<file path="src/rtl/uart_pkg.sv">
// Shared UART transmit definitions: FSM encoding, parity sense and prescale floor.
package uart_pkg;

  typedef enum logic [2:0] {
    ST_IDLE,
    ST_START,
    ST_DATA,
    ST_PARITY,
    ST_STOP
  } tx_state_e;

  localparam logic PAR_EVEN = 1'b0;
  localparam logic PAR_ODD  = 1'b1;

  localparam int                    PRESCALE_W   = 5;
  localparam logic [PRESCALE_W-1:0] PRESCALE_MIN = 5'd4;

  function automatic logic [PRESCALE_W-1:0] clamp_prescale(input logic [PRESCALE_W-1:0] ps);
    return (ps < PRESCALE_MIN) ? PRESCALE_MIN : ps;
  endfunction

endpackage

</file>
<file path="src/rtl/tx_bit_timer.sv">
// Bit-period timer: edge counter 0..prescale-1, bit counter bumps on each wrap.
// Zero latency on bit_done; both counters clear whenever en is low.
module tx_bit_timer
  import uart_pkg::*;
#(
  parameter int CNT_W = 4
) (
  input  logic                  CLK,
  input  logic                  RST,
  input  logic                  en,
  input  logic [PRESCALE_W-1:0] prescale,
  output logic                  bit_done,
  output logic [CNT_W-1:0]      bit_cnt
);

  logic [PRESCALE_W-1:0] edge_cnt_q, edge_cnt_d;
  logic [CNT_W-1:0]      bit_cnt_q, bit_cnt_d;

  assign bit_done = en && (edge_cnt_q == (prescale - PRESCALE_W'(1)));
  assign bit_cnt  = bit_cnt_q;

  always_comb begin
    edge_cnt_d = edge_cnt_q;
    bit_cnt_d  = bit_cnt_q;
    if (!en) begin
      edge_cnt_d = '0;
      bit_cnt_d  = '0;
    end else if (bit_done) begin
      edge_cnt_d = '0;
      bit_cnt_d  = bit_cnt_q + CNT_W'(1);
    end else begin
      edge_cnt_d = edge_cnt_q + PRESCALE_W'(1);
    end
  end

  always_ff @(posedge CLK or negedge RST) begin
    if (!RST) begin
      edge_cnt_q <= '0;
      bit_cnt_q  <= '0;
    end else begin
      edge_cnt_q <= edge_cnt_d;
      bit_cnt_q  <= bit_cnt_d;
    end
  end

endmodule

</file>
<file path="src/rtl/uart_tx.sv">
// UART transmitter: start, LSB-first data, optional parity, one stop; TX_OUT/busy registered.
// Frame starts the cycle after an accepted Data_Valid; requests while busy are dropped, not queued.
module uart_tx
  import uart_pkg::*;
#(
  parameter int DATA_WIDTH = 8
) (
  input  logic                  CLK,
  input  logic                  RST,
  input  logic [DATA_WIDTH-1:0] P_DATA,
  input  logic                  Data_Valid,
  input  logic                  PAR_EN,
  input  logic                  PAR_TYP,
  input  logic [PRESCALE_W-1:0] Prescale,
  output logic                  TX_OUT,
  output logic                  busy
);

  // Frame bit index: 0 = start, 1..DATA_WIDTH = data, then parity/stop.
  localparam int               CNT_W     = $clog2(DATA_WIDTH + 4);
  localparam logic [CNT_W-1:0] LAST_DATA = CNT_W'(DATA_WIDTH);

  tx_state_e             state_q, state_d;
  logic [DATA_WIDTH-1:0] data_q, data_d;
  logic                  par_en_q, par_en_d;
  logic                  par_typ_q, par_typ_d;
  logic                  par_bit_q, par_bit_d;
  logic [PRESCALE_W-1:0] prescale_q, prescale_d;
  logic                  tx_q, tx_d;
  logic                  busy_q, busy_d;

  logic                  bit_done;
  logic [CNT_W-1:0]      bit_cnt;

  tx_bit_timer #(
    .CNT_W (CNT_W)
  ) u_bit_timer (
    .CLK      (CLK),
    .RST      (RST),
    .en       (state_q != ST_IDLE),
    .prescale (prescale_q),
    .bit_done (bit_done),
    .bit_cnt  (bit_cnt)
  );

  // tx_d is the level for the upcoming bit, so TX_OUT lines up with state changes.
  always_comb begin
    state_d    = state_q;
    data_d     = data_q;
    par_en_d   = par_en_q;
    par_typ_d  = par_typ_q;
    par_bit_d  = par_bit_q;
    prescale_d = prescale_q;
    tx_d       = tx_q;
    busy_d     = busy_q;
    unique case (state_q)
      ST_IDLE: begin
        tx_d   = 1'b1;
        busy_d = 1'b0;
        if (Data_Valid) begin
          data_d     = P_DATA;
          par_en_d   = PAR_EN;
          par_typ_d  = PAR_TYP;
          par_bit_d  = (^P_DATA) ^ (PAR_TYP == PAR_ODD);
          prescale_d = clamp_prescale(Prescale);
          state_d    = ST_START;
          tx_d       = 1'b0;
          busy_d     = 1'b1;
        end
      end
      ST_START: begin
        if (bit_done) begin
          state_d = ST_DATA;
          tx_d    = data_q[0];
          data_d  = data_q >> 1;
        end
      end
      ST_DATA: begin
        if (bit_done) begin
          if (bit_cnt == LAST_DATA) begin
            state_d = par_en_q ? ST_PARITY : ST_STOP;
            tx_d    = par_en_q ? par_bit_q : 1'b1;
          end else begin
            tx_d   = data_q[0];
            data_d = data_q >> 1;
          end
        end
      end
      ST_PARITY: begin
        if (bit_done) begin
          state_d = ST_STOP;
          tx_d    = 1'b1;
        end
      end
      ST_STOP: begin
        if (bit_done) begin
          state_d = ST_IDLE;
          tx_d    = 1'b1;
          busy_d  = 1'b0;
        end
      end
      default: begin
        state_d = ST_IDLE;
        tx_d    = 1'b1;
        busy_d  = 1'b0;
      end
    endcase
  end

  always_ff @(posedge CLK or negedge RST) begin
    if (!RST) begin
      state_q    <= ST_IDLE;
      data_q     <= '0;
      par_en_q   <= 1'b0;
      par_typ_q  <= 1'b0;
      par_bit_q  <= 1'b0;
      prescale_q <= '0;
      tx_q       <= 1'b1;
      busy_q     <= 1'b0;
    end else begin
      state_q    <= state_d;
      data_q     <= data_d;
      par_en_q   <= par_en_d;
      par_typ_q  <= par_typ_d;
      par_bit_q  <= par_bit_d;
      prescale_q <= prescale_d;
      tx_q       <= tx_d;
      busy_q     <= busy_d;
    end
  end

  assign TX_OUT = tx_q;
  assign busy   = busy_q;

endmodule

</file>
<file path="config.mk">
export PLATFORM = sky130hd
export DESIGN_NAME = uart_tx
export DESIGN_NICKNAME = d
export VERILOG_FILES = /design/src/rtl/uart_pkg.sv /design/src/rtl/tx_bit_timer.sv /design/src/rtl/uart_tx.sv
export SDC_FILE = /design/constraint.sdc
export NUM_CORES = 1
export LEC_CHECK = 0
export ABC_AREA = 1
export BUFFER_PORTS_ARGS = -buffer_cell sky130_fd_sc_hd__buf_4
export CORE_MARGIN = 2
export CORE_UTILIZATION = 60
export CTS_BUF_LIST = sky130_fd_sc_hd__clkbuf_4 sky130_fd_sc_hd__clkbuf_8
export CTS_CLUSTER_SIZE = 20
export DETAILED_ROUTE_END_ITERATION = 10
export PLACE_DENSITY_LB_ADDON = 0.05
export SYNTH_ARGS = -nofsm -noshare
export SYNTH_HDL_FRONTEND = slang
export SYNTH_HIERARCHICAL = 1
export SYNTH_SLANG_ARGS = --single-unit
</file>
<file path="constraint.sdc">
create_clock -name CLK -period 2.5 [get_ports CLK]
set_input_delay 0.5 -clock CLK [delete_from_list [all_inputs] [get_ports CLK]]
set_output_delay 0.5 -clock CLK [all_outputs]
set_load 0.05 [all_outputs]
</file>
* Word-level counts from Yosys, hierarchy flattened *
Index checks and enable logic that the tools add are counted.

word-level totals
  register bits after elaboration = 29
  input bits = 18
  output and inout port bits = 2
  word-level logic and storage cells = 70

operators by class
  add/subtract/negate cells = 3
  magnitude comparators = 1
  equality and inequality tests = 15
  mux-type cells = 28
  bitwise gates (word level) = 2
  reduce and logical (&&, ||, !) cells = 12

operator list
  cell                                                        number
  two-way mux 8 bit                                           4
  one-hot mux 8 bit (3 select lines)                          1
  two-way mux 3 bit                                           7
  inequality test 2 bit, second input constant                8
  two-way mux 5 bit                                           3
  one-hot mux 3 bit (5 select lines)                          1
  two-way mux 1 bit                                           8
  two-way mux 4 bit                                           2
  XOR reduction 8 bit                                         1
  equality test 3 x 2 -> 1 bit, second input constant         2
  AND reduction 6 bit                                         1
  nonzero test 3 bit                                          2
  adder 5 x 1 -> 5 bit, second input constant                 1
  equality test 5 bit                                         1
  less-than comparator 5 x 3 -> 1 bit, second input constant  1
  AND reduction 5 bit                                         1
  subtractor 5 x 1 -> 5 bit, second input constant            1
  adder 4 x 1 -> 4 bit, second input constant                 1
  equality test 4 bit, second input constant                  1
  one-hot mux 1 bit (4 select lines)                          1
  AND reduction 2 bit                                         2
  equality test 3 x 1 -> 1 bit, second input constant         1
  equality test 3 bit, second input constant                  1
  logical NOT 3 bit                                           1
  other kinds (8)                                             8

* Depth between registers and ports, before layout *
  word-level depth = 5
  mapped depth = 15
  gate-level depth less buffers = 15

* Hierarchy *
The synthesis kept the hierarchy.

by module, submodules not included
  module        times used  cells an instance  area an instance (um2)  seq. area each (um2)
  uart_tx       1           161                1164.9                  501.7
  tx_bit_timer  1           97                 666.9                   225.2

* Worst setup path after synthesis *
OpenSTA, ideal clock, no wires.

  kind = register to register
  start = reg prescale_q[0]
  end = reg data_q[6]
  library setup time = 0.123 ns
  arrival time = 1.823 ns
  data required time = 2.377 ns
  setup slack = 0.554 ns
  stages on the path, launching flop included = 16
  buffers on the path = 1
  clock period less this slack = 1.946 ns
  cells stage by stage = dfrtp_1 inv_2 ha_1 inv_1 nand2_1 nand2_1 nor2_2 nand2_1 nor2_2 nand2_4 nor2_1 nand3b_2 nand3b_4 buf_6 nand2_1 o21ai_2

between the ends
  word-level cells in the longest chain between the ends = 5
  elaborated cells between the ends (all ways) = 6
  those cells by class = add/sub: 1; eq/ne: 3; reduce/logical: 2

RTL lines
  item                             line                RTL
  start: declaration               uart_tx.sv:28       logic [PRESCALE_W-1:0] prescale_q, prescale_d;
  start signal: assignment         uart_tx.sv:126      prescale_q <= prescale_d;
  subtractor 5 x 1 -> 5 bit *      tx_bit_timer.sv:19  assign bit_done = en && (edge_cnt_q == (prescale - PRESCALE_W'(1)));
  equality test 5 bit *            tx_bit_timer.sv:19
  logical AND 1 bit *              tx_bit_timer.sv:19
  net bit_done                     uart_tx.sv:32       logic bit_done;
  inequality test 2 bit (no line)  -
  AND reduction 5 bit (no line) *  -
  end signal: assignment           uart_tx.sv:122      data_q <= data_d;
  end: declaration                 uart_tx.sv:24       logic [DATA_WIDTH-1:0] data_q, data_d;

Mark *: on every way through the listed nets, which the timed path passes. The rest lies on a longest branch.
A chain may end at the register's enable or synchronous reset.

* Final worst setup path *
Ends and elaborated chain as after synthesis.

==> summary.md <==
| Metric | Value |
|---|---|
| Setup TNS | 0 ns |
| Reg2reg setup slack | 0.41 ns |
| Row count | 20 |
| Die area | approximately 3500 um^2 |
| Non-filler cells, final | 314 |
| Status | completed |
| #FFs+latches synth | 29 |
| Final setup vio count | 0 |
| Startpoint Class | flip-flop |
| Core footprint | 2978 um^2 |
| Skew final | just over 0.009 ns |
| I/O Buffers | 19 |
| Worst-case clock buffer depth | 2 |
| Area growth from synthesis to layout | 11.48% |
| Reg2Reg Depth | 14 |
| Yosys top cell area share | between 30% and 40% |
| Setup crit end kind | flip-flop |
| Leakage power | roughly 1.2 nW |
| Yosys cell types | 25 |
| Vias post-DR | around 1600 |
| Post-synth net total | around 280 |
| # IOs | 20 |
| Synth Cell Area | ~1800 um^2 |
| Drt pass-1 iters | 4 |
| Max Cap Viol | 0 |
| Largest net degree at the start of global routing | 30 |
| Via density | 4.984 |
| Final layout net count | 301 |
| Hold WC Path Type | input pin to async pin |
| Minimum clock period | 2.089 ns |
| Total power | 2.500 mW |
| Gpl congestion | between 0.8 and 0.9 |
| Fmax | 478.7 MHz |
| Avg Inst Size Synth | 7.100 um^2 |
| Final hold violations | 0 |
| Slew @ Worst Pin | 0.3896 ns |
| Die width | between 50 and 60 um |
| Residual DRC | 0 |
| Peak VDD IR | 0.6763 mV |
| Worst endpoint required time | 2.72 ns |
| Cells after DPL | 306 |
| TritonCTS clock tree | done |
| Starting Density | 61.51% |
| Root buffer cell | clkbuf_4 |
| Arrival time at the worst endpoint | 2.31 ns |
| Rel. slew slack | 73.96% |
| Post-Synthesis Cells | 258 |
| Inserted Clock Buffers | 5 |
| Synth area leaders | dfrtp_1 (38%), nand2_1 (17%), nand3_1 (8.2%) |
| PD cells | 1225 nW/um^2 |
| CTS H-Tree Depth | 2 |
| Final cycle utilization of the critical path | 83.57% |
| # diodes | 0 |
| Starting DRC count in detailed routing | 87 |
| Die Height | 59.26 um |
| Number of global-route vias before repair | 1316 |
| Setup bufs post-CTS | 0 |
| Hold Buf Count CTS | 0 |
| Worst Setup Path Type | flip-flop to flip-flop |
| Wire per inst | 10.30 um |
| ANT nets after route | 0 |
| RSZ-0062 raised after global routing | no |
| Synth Warn # | 6 |
| First-pass GRT wire length | 5658 um |
| Initial antenna violation count | 0 |
| Reg2Reg Launch Point | prescale_q[0]$_DFFE_PN0P_ |
| Clk slew on worst S/H paths | 0.09 ns |
| Placed Area | 1987 um^2 |
| Sequential area share after synthesis | 39.69% |
| Global route overflow | 0 |
| Worst Path Max Fanout | 16 |
| Share of layout cells above drive strength 1 | 19.93% |
| DP HPWL | 2481 um |
| DRT Wirelength | 3234 um |
| Design area | 2042 um^2 |
| Cts repair resizes | 0 |
| Overall Global Routing Usage | roughly a fifth |
| Yosys top cell by area | dfrtp_1 |
| Terminus of the critical flop-to-flop path | data_q[6]$_DFFE_PN0P_ |
| Slew Viols, Final | 0 |
| Skew-Pair Late Insertion Delay | 0.33 ns |
| Sink Count | 29 |
## per-layer routing
metal	wire, um	global-route usage [%]	share of wire [%]
met1	1639	30.42	51
met3	125	5.677	3.9
met2	1411	30.14	44
met4	58	9.416	1.8
met5	0	0	0
## state kept, by name, summed over array words and instances, names as in the netlist
signal,count
prescale_q,5
state_q,3
u_bit_timer/bit_cnt,4
busy,1
u_bit_timer/edge_cnt_q,5
TX_OUT,1
par_en_q,1
par_bit_q,1
data_q,8
## cells in the mapped netlist, drive strengths merged
cell type   n
nand3      31
inv        40
xor2        5
a21oi       5
nand2      92
nor3        2
nand3b      2
dfrtp      28
dfstp       1
buf         4
nor2       22
ha          3
o31ai       2
xnor2       1
o21ai      19
a21boi      1
## critical path: stages (launching register included)
cell and delay [ns]:
dfrtp_1 0.40, inv_2 0.06, ha_1 0.29, inv_1 0.04
nand2_1 0.06, nand2_1 0.05, nor2_2 0.09, nand2_1 0.07
nor2_2 0.12, nand2_4 0.09, nor2_1 0.11, nand3b_2 0.19
nand3b_4 0.22, nand2_1 0.14, o21ai_2 0.05
## cell families (layout without fill, tap and decap cells)
kind of cell	Yosys count	after routing	share of synthesized area [%]
compound gates	27	27	9.221
xor+xnor	6	6	2.869
simple gates	149	149	36.41
flops	29	29	39.69
buf+inv	44	67	9.768
fa+ha+maj	3	3	2.049
## cell usage in the layout, fill, tap and decap left out
master / instances
nand2_1: 85
inv_1: 33
nand3_1: 30
dfrtp_1: 28
buf_4: 19
nor2_1: 18
o21ai_0: 12
inv_2: 7
o21ai_2: 7
clkbuf_4: 6
nand2_2: 5
a21oi_1: 5
xor2_1: 5
nor2_2: 4
ha_1: 3
nor3_1: 2
o31ai_1: 2
clkinv_2: 2
nand2_4: 2
dfstp_2: 1
nand3b_2: 1
nand3b_4: 1
a21boi_0: 1
nand3_2: 1
xnor2_1: 1
## where the power goes
part           switching [mW]  internal (mW)
combinational           0.879          0.486
clock                   0.165          0.118
sequential              0.173          0.680
## per-stage QoR
step	setup WS (ns)	utilization [%]	hold WS, ns
after floorplan	0.5537	-	0.2044
after global placement	0.4491	66.72	0.4455
after detailed placement	0.4157	66.72	0.4441
after CTS	0.4005	68.57	0.08386
after global routing	0.2127	68.57	0.09317
final	0.4109	68.57	0.07254
## how the worst max path moves through the flow
stage,startpoint,to,slack [ns]
final,prescale_q[0]$_DFFE_PN0P_,data_q[6]$_DFFE_PN0P_,0.41
after detailed placement,prescale_q[0]$_DFFE_PN0P_,data_q[3]$_DFFE_PN0P_,0.42
after global placement,prescale_q[0]$_DFFE_PN0P_,data_q[5]$_DFFE_PN0P_,0.45
after global routing,prescale_q[0]$_DFFE_PN0P_,data_q[6]$_DFFE_PN0P_,0.21
after floorplan,prescale_q[0]$_DFFE_PN0P_,data_q[6]$_DFFE_PN0P_,0.55
after CTS,prescale_q[0]$_DFFE_PN0P_,data_q[5]$_DFFE_PN0P_,0.40
## final cells by class
type / count / area, um^2
fill: 270 / 935.9
multi-input combinational: 185 / 925.9
sequential: 29 / 726.9
inverter: 40 / 150.1
timing repair buffer: 19 / 142.6
clock buffer: 6 / 45.04
tap: 33 / 41.29
clock inverter: 2 / 10.01
Note: power is estimated with default switching activity, not from simulation.
